File: config.mk
export PLATFORM = sky130hd
export DESIGN_NAME = dsp_product_accumulator
export DESIGN_NICKNAME = d
export VERILOG_FILES = /design/src/rtl/dsp_acc_pkg.sv /design/src/rtl/dsp_acc_out_slot.sv /design/src/rtl/dsp_product_accumulator.sv
export SDC_FILE = /design/constraint.sdc
export NUM_CORES = 1
export LEC_CHECK = 0
export CAP_MARGIN = 20
export CORE_UTILIZATION = 56
export DETAILED_ROUTE_END_ITERATION = 12
export GPL_TIMING_DRIVEN = 0
export PLACE_DENSITY = 0.89
export SETUP_SLACK_MARGIN = 0.15
export SKIP_CTS_REPAIR_TIMING = 1
export SLEW_MARGIN = 20
export SYNTH_ARGS = -nofsm -noshare
export SYNTH_HDL_FRONTEND = slang
export SYNTH_SLANG_ARGS = --single-unit
File: constraint.sdc
create_clock -name clk -period 4.2 [get_ports clk]
set_input_delay 1.05 -clock clk [delete_from_list [all_inputs] [get_ports clk]]
set_output_delay 1.05 -clock clk [all_outputs]
set_load 0.01 [all_outputs]
File: src/rtl/dsp_acc_pkg.sv
// Shared types, defaults and the saturating adder for the product accumulator.
// The adder works on a 64-bit container, so ACC_WIDTH is limited to 64.
package dsp_acc_pkg;

   localparam int unsigned P_WIDTH_DEF   = 16;
   localparam int unsigned ACC_WIDTH_DEF = 40;
   localparam int unsigned COUNT_WIDTH   = 16;

   typedef logic [COUNT_WIDTH-1:0] count_t;

   typedef enum logic {
      SLOT_EMPTY,
      SLOT_FULL
   } slot_state_t;

   // Returns {sum[63:0], overflow}; only the low 'width' bits of sum are meaningful.
   function automatic logic [64:0] sat_add(input logic [63:0]  acc,
                                           input logic [63:0]  ext_p,
                                           input int unsigned  width,
                                           input bit           is_signed,
                                           input bit           saturate);
      logic [63:0] mask;
      logic [63:0] msb;
      logic [63:0] a;
      logic [63:0] b;
      logic [63:0] sum;
      logic [63:0] max_v;
      logic [63:0] min_v;
      logic [64:0] full;
      logic        ovf;
      logic        sa;
      logic        sb;
      logic        ss;
      mask = (width >= 64) ? '1 : ((64'd1 << width) - 64'd1);
      msb  = 64'd1 << (width - 1);
      a    = acc & mask;
      b    = ext_p & mask;
      full = {1'b0, a} + {1'b0, b};
      sum  = full[63:0] & mask;
      sa   = |(a & msb);
      sb   = |(b & msb);
      ss   = |(sum & msb);
      if (is_signed) begin
         ovf   = (sa == sb) && (ss != sa);
         max_v = mask >> 1;
         min_v = mask & ~(mask >> 1);
      end else begin
         ovf   = |(full & (65'd1 << width));
         max_v = mask;
         min_v = '0;
      end
      if (ovf && saturate) begin
         sum = (is_signed && sa) ? min_v : max_v;
      end
      return {sum, ovf};
   endfunction

endpackage

File: src/rtl/dsp_acc_out_slot.sv
// One-entry registered result slot with valid/ready and upstream ready generation.
module dsp_acc_out_slot
   import dsp_acc_pkg::*;
#(
   parameter int unsigned ACC_WIDTH = ACC_WIDTH_DEF
) (
   input  logic                 clk,
   input  logic                 rst_n,
   input  logic                 load_i,
   input  logic [ACC_WIDTH-1:0] acc_i,
   input  count_t               count_i,
   input  logic                 ovf_i,
   input  logic                 out_ready_i,
   output logic                 out_valid_o,
   output logic                 in_ready_o,
   output logic [ACC_WIDTH-1:0] acc_o,
   output count_t               count_o,
   output logic                 ovf_o
);

   slot_state_t          state_q, state_d;
   logic [ACC_WIDTH-1:0] acc_q, acc_d;
   count_t               count_q, count_d;
   logic                 ovf_q, ovf_d;

   assign out_valid_o = (state_q == SLOT_FULL);
   assign in_ready_o  = (state_q == SLOT_EMPTY) || out_ready_i;
   assign acc_o       = acc_q;
   assign count_o     = count_q;
   assign ovf_o       = ovf_q;

   // load_i only arrives when in_ready_o is high, so a FULL slot loading is always draining too.
   always_comb begin
      state_d = state_q;
      acc_d   = acc_q;
      count_d = count_q;
      ovf_d   = ovf_q;
      if (load_i) begin
         state_d = SLOT_FULL;
         acc_d   = acc_i;
         count_d = count_i;
         ovf_d   = ovf_i;
      end else if (state_q == SLOT_FULL && out_ready_i) begin
         state_d = SLOT_EMPTY;
      end
   end

   always_ff @(posedge clk) begin
      if (!rst_n) begin
         state_q <= SLOT_EMPTY;
         acc_q   <= '0;
         count_q <= '0;
         ovf_q   <= 1'b0;
      end else begin
         state_q <= state_d;
         acc_q   <= acc_d;
         count_q <= count_d;
         ovf_q   <= ovf_d;
      end
   end

endmodule

File: src/rtl/dsp_product_accumulator.sv
// Per-frame accumulator of multiplier products with optional saturation; one result per frame.
module dsp_product_accumulator
   import dsp_acc_pkg::*;
#(
   parameter int unsigned P_WIDTH   = P_WIDTH_DEF,
   parameter int unsigned ACC_WIDTH = ACC_WIDTH_DEF,
   parameter bit          SIGNED    = 1'b0,
   parameter bit          SATURATE  = 1'b1
) (
   input  logic                 clk,
   input  logic                 rst_n,
   input  logic                 in_valid,
   output logic                 in_ready,
   input  logic [P_WIDTH-1:0]   in_p,
   input  logic                 in_last,
   output logic                 out_valid,
   input  logic                 out_ready,
   output logic [ACC_WIDTH-1:0] out_acc,
   output logic [15:0]          out_count,
   output logic                 out_overflow
);

   logic [ACC_WIDTH-1:0] acc_q, acc_d;
   count_t               count_q, count_d;
   logic                 ovf_q, ovf_d;

   logic [ACC_WIDTH-1:0] ext_p;
   logic [64:0]          add_res;
   logic [ACC_WIDTH-1:0] sum;
   logic                 add_ovf;
   logic                 unused_add_bits;
   count_t               count_inc;
   logic                 accept;
   logic                 frame_done;

   assign ext_p = SIGNED ? {{(ACC_WIDTH-P_WIDTH){in_p[P_WIDTH-1]}}, in_p}
                         : {{(ACC_WIDTH-P_WIDTH){1'b0}}, in_p};

   assign add_res         = sat_add(64'(acc_q), 64'(ext_p), ACC_WIDTH, SIGNED, SATURATE);
   assign sum             = add_res[ACC_WIDTH:1];
   assign add_ovf         = add_res[0];
   assign unused_add_bits = ^add_res;

   assign count_inc  = (count_q == '1) ? count_q : count_q + count_t'(1);
   assign accept     = in_valid && in_ready;
   assign frame_done = accept && in_last;

   always_comb begin
      acc_d   = acc_q;
      count_d = count_q;
      ovf_d   = ovf_q;
      if (accept) begin
         if (in_last) begin
            acc_d   = '0;
            count_d = '0;
            ovf_d   = 1'b0;
         end else begin
            acc_d   = sum;
            count_d = count_inc;
            ovf_d   = ovf_q | add_ovf;
         end
      end
   end

   always_ff @(posedge clk) begin
      if (!rst_n) begin
         acc_q   <= '0;
         count_q <= '0;
         ovf_q   <= 1'b0;
      end else begin
         acc_q   <= acc_d;
         count_q <= count_d;
         ovf_q   <= ovf_d;
      end
   end

   dsp_acc_out_slot #(
      .ACC_WIDTH (ACC_WIDTH)
   ) u_out_slot (
      .clk         (clk),
      .rst_n       (rst_n),
      .load_i      (frame_done),
      .acc_i       (sum),
      .count_i     (count_inc),
      .ovf_i       (ovf_q | add_ovf),
      .out_ready_i (out_ready),
      .out_valid_o (out_valid),
      .in_ready_o  (in_ready),
      .acc_o       (out_acc),
      .count_o     (out_count),
      .ovf_o       (out_overflow)
   );

endmodule

==> out/qor.txt <==
Final wirelength: 19140 µm
Worst Path Max Fanout: 10
Cells after Synth: 744
Die Y-Extent: 106.2 µm
Area leader, netlist: dfxtp_1
Routability cong.: 0.9030
Top delay family on crit path: compound AO/OA/AOI/OAI gates
# DRC: 0
Via count: 6309
Predominant post-synthesis flop cell: dfxtp_1
Hold Crit Class: flip-flop to flip-flop
RSZ-0062 raised after global routing: false
Run status: completed
Proportion of synthesized area in mux cells: 1.174%
CTS clk-pin slew, worst paths: 0.06 ns
CP startpoint: in_p[0]
H-tree depth: 4
Synth top area cells: dfxtp_1 38%, a21oi_1 7.4%, o21ai_0 5.9%
Setup_tns: 0 ns
Pleak: 2.791 nW
Reg2Reg Setup Slack: 1.17 ns
Highest Clock Rate: 0.2699 GHz
Syn Area/Cell: 8.168 µm²
Seq cells post-synth: 115
Total CTS buffers: 17
Initial DRC count: 513
Vias per cell: 6.373
First-pass GRT wire length: 30520 µm
Port Buffer Count: 78
Row Count: 37
Final period utilization: 88.20%
# diodes: 0
CP peak stage delay: 0.45 ns
Final setup viols: 0
Top Ports: 80
Placed inst area: 7028 µm²
Hold Path End: u_out_slot.count_o[15]
Min Clock Period, post-route: 3.704 ns
CP Buf/Inv Count: 2
Slew headroom: 44.90%
Initial core utilization: 58.34%
Final #Nets: 880
Kind of critical path: input pin to flip-flop
Post-Synth Adder-Cell Area: 3.830%
GRT Residual Overflow: 0
Antenna Nets Post-Route: 0
CTS sink count: 115
Minimum setup slack after placement: 0.05021 ns
Vias in the first global route: 6142
TritonRoute pass-1 iters: 5
Layout cell share with drive strength beyond 1: 8.899%
Slowest cell on crit path: fa_1
Largest family of logic cells by synthesized area: compound AO/OA/AOI/OAI gates
Arr. time, crit path: 4.11 ns
Syn Nets: 783
Post-synth EDFFs: 0
Reg2reg end: u_out_slot.acc_o[30]
Setup ws final: 0.4956 ns
Combinational share of power: 12.3%
Root Buffer: clkbuf_8
Die area: 11270 µm²
Largest net degree at the start of global routing: 17
Clock skew: 0.01197 ns
Switching power: 0.7920 mW
Clock network fraction of design power: 50.0%
Library cells used by synthesis: 66
Internal power component: 2.270 mW
Seq pwr share: 37.7%
Final Max Tran Viols: 0
Synth top area share: 37.88%
Synth Area in Compound Gates: 26.68%
Max Cap Violations: 0
Max VDD drop: 0.0002518 V
Post-synthesis xor/xnor area fraction: 5.909%
Seq/Total Area, Yosys: 37.88%
Initial antenna violation count: 0
RR Startpoint: acc_q[0]
Switching part of the total power: 25.87%
CP Launch Type: input pin
Reg2Reg Depth: 9
Core area: 10420 µm²
Post-Syn Area: 6077 µm²
CP Cell Sequence: clkdlybuf4s50_1 -> ha_1 -> fa_1 -> a211oi_1 -> o21ai_1 -> o2111ai_4 -> a21boi_4 -> nor2_4 -> buf_2 -> a21oi_1
Tot GR Track Use: 34.65%
Final instance area: 7657 µm²
CTS tree: yes
Routed len/inst: 19.33 µm
Actual slew at the worst max-slew pin: 0.8266 ns
Final Hold Viols: 0
Worst-Skew Late Latency: 0.52 ns
Synth Area in Simple Gates: 20.22%
Syn-to-layout area delta: 26.00%
Hpwl dp: 12930 µm
Worst hold start: u_out_slot.count_o[15]
Post-route core utilization: 73.51%
Worst path required time: 4.60 ns
PwrDens: 399.8 nW/µm²
CP endpoint kind: flip-flop
Clk buf depth: 2
WHS Path Cells: 2
Die X: 106.2 µm
YS warnings: 0
Ys async rst share: 0%
-- cells by family after synthesis --
kind of cell             count (synthesis)
AO/OA/AOI/OAI                          259
AND/OR/NAND/NOR                        244
flip-flops                             115
buffers and inverters                   60
XOR/XNOR                                41
adder cells (fa/ha/maj)                 18
multiplexers                             7
-- flip-flops by register name, summed over array words and instances (netlist names) --
name / cells
u_out_slot.out_valid_o: 1
acc_q: 40
u_out_slot.ovf_o: 1
ovf_q: 1
u_out_slot.count_o: 16
u_out_slot.acc_o: 40
count_q: 16
-- cells in the mapped netlist (4+ instances only) --
library cell / number
inv_1: 12
ha_1: 17
o31ai_1: 8
xnor2_1: 26
a22o_1: 5
clkbuf_1: 28
nand4_1: 12
a211oi_1: 9
nand2b_1: 6
o21ai_1: 12
nor2_1: 47
buf_2: 12
a311oi_1: 7
o21ai_0: 72
nand3_1: 19
and3_1: 18
nand2_1: 77
o211ai_1: 4
and4_1: 5
a31oi_1: 11
nor3_1: 33
dfxtp_1: 115
a21o_1: 9
a21oi_1: 90
mux2i_1: 6
xor2_1: 15
o21a_1: 6
-- power groups by stage --
| stage | registers [mW] | logic, mW | clock network (mW) |
|---|---|---|---|
| 2_1_floorplan | 1.19 | 0.199 | 0 |
| 3_3_place_gp | 1.17 | 0.353 | 0 |
| 3_5_place_dp | 1.18 | 0.361 | 0 |
| 4_1_cts | 1.15 | 0.368 | 1.53 |
| 5_1_grt | 1.16 | 0.403 | 1.60 |
| 6_report | 1.15 | 0.376 | 1.53 |
-- worst max-delay path by stage --
stage	depth (start not counted)	to	slack (ns)
after floorplan	10	u_out_slot.acc_o[7]	0.92
after global placement	11	u_out_slot.acc_o[7]	0.11
after detailed placement	11	u_out_slot.acc_o[7]	0.05
after CTS	11	u_out_slot.acc_o[7]	0.55
after global routing	10	u_out_slot.acc_o[31]	0.40
final	10	u_out_slot.acc_o[30]	0.50
-- metrics by stage --
| step | hold slack [ns] | power, mW | instances |
|---|---|---|---|
| 2_1_floorplan | 0.4291 | 1.386 | 744 |
| 3_3_place_gp | 0.4368 | 1.528 | 958 |
| 3_5_place_dp | 0.4405 | 1.537 | 958 |
| 4_1_cts | 0.4511 | 3.053 | 990 |
| 5_1_grt | 0.4774 | 3.158 | 990 |
| 6_report | 0.4504 | 3.062 | 990 |
-- worst min-delay path, cell delays in order (launching register included) --
cell,delay [ns]
dfxtp_1,0.31
nand2_1,0.06
nand2_1,0.04
-- placed cells by master, fill, tap and decap left out, drive strengths merged, types with 5 or more instances in the layout --
cell	synthesis	final
a211oi	10	10
a21o	9	9
a21oi	90	90
a22o	5	5
a311oi	8	8
a31oi	11	11
and3	18	18
and4	5	5
buf	17	17
clkbuf	30	48
clkdlybuf4s50	0	78
clkinv	1	6
dfxtp	115	115
ha	17	17
inv	12	15
mux2i	6	6
nand2	77	77
nand2b	6	6
nand3	19	19
nand4	13	13
nor2	51	51
nor3	36	36
nor4	5	5
o21a	6	6
o21ai	84	84
o31ai	8	8
xnor2	26	26
xor2	15	15
-- layer usage --
metal	wire, µm	vias up	part of all wire (%)	GRT usage [%]
met5	0	-	0	0
met4	668	0	3.5	17.56
met3	1594	67	8.3	7.357
met2	9211	347	48	58.07
met1	7663	2978	40	41.79
li1	-	2917	-	-
-- cell type report --
class / count / area [µm²]
flip-flops and latches: 115 / 2302
well taps: 136 / 170.2
fillers: 774 / 2759
multi-input cells: 569 / 3513
clock buffers: 18 / 427.9
plain buffers: 47 / 212.7
clock inverters: 14 / 201.4
repair buffers: 78 / 780.7
inverters: 13 / 48.80
Power figures use the tool's default switching activity.
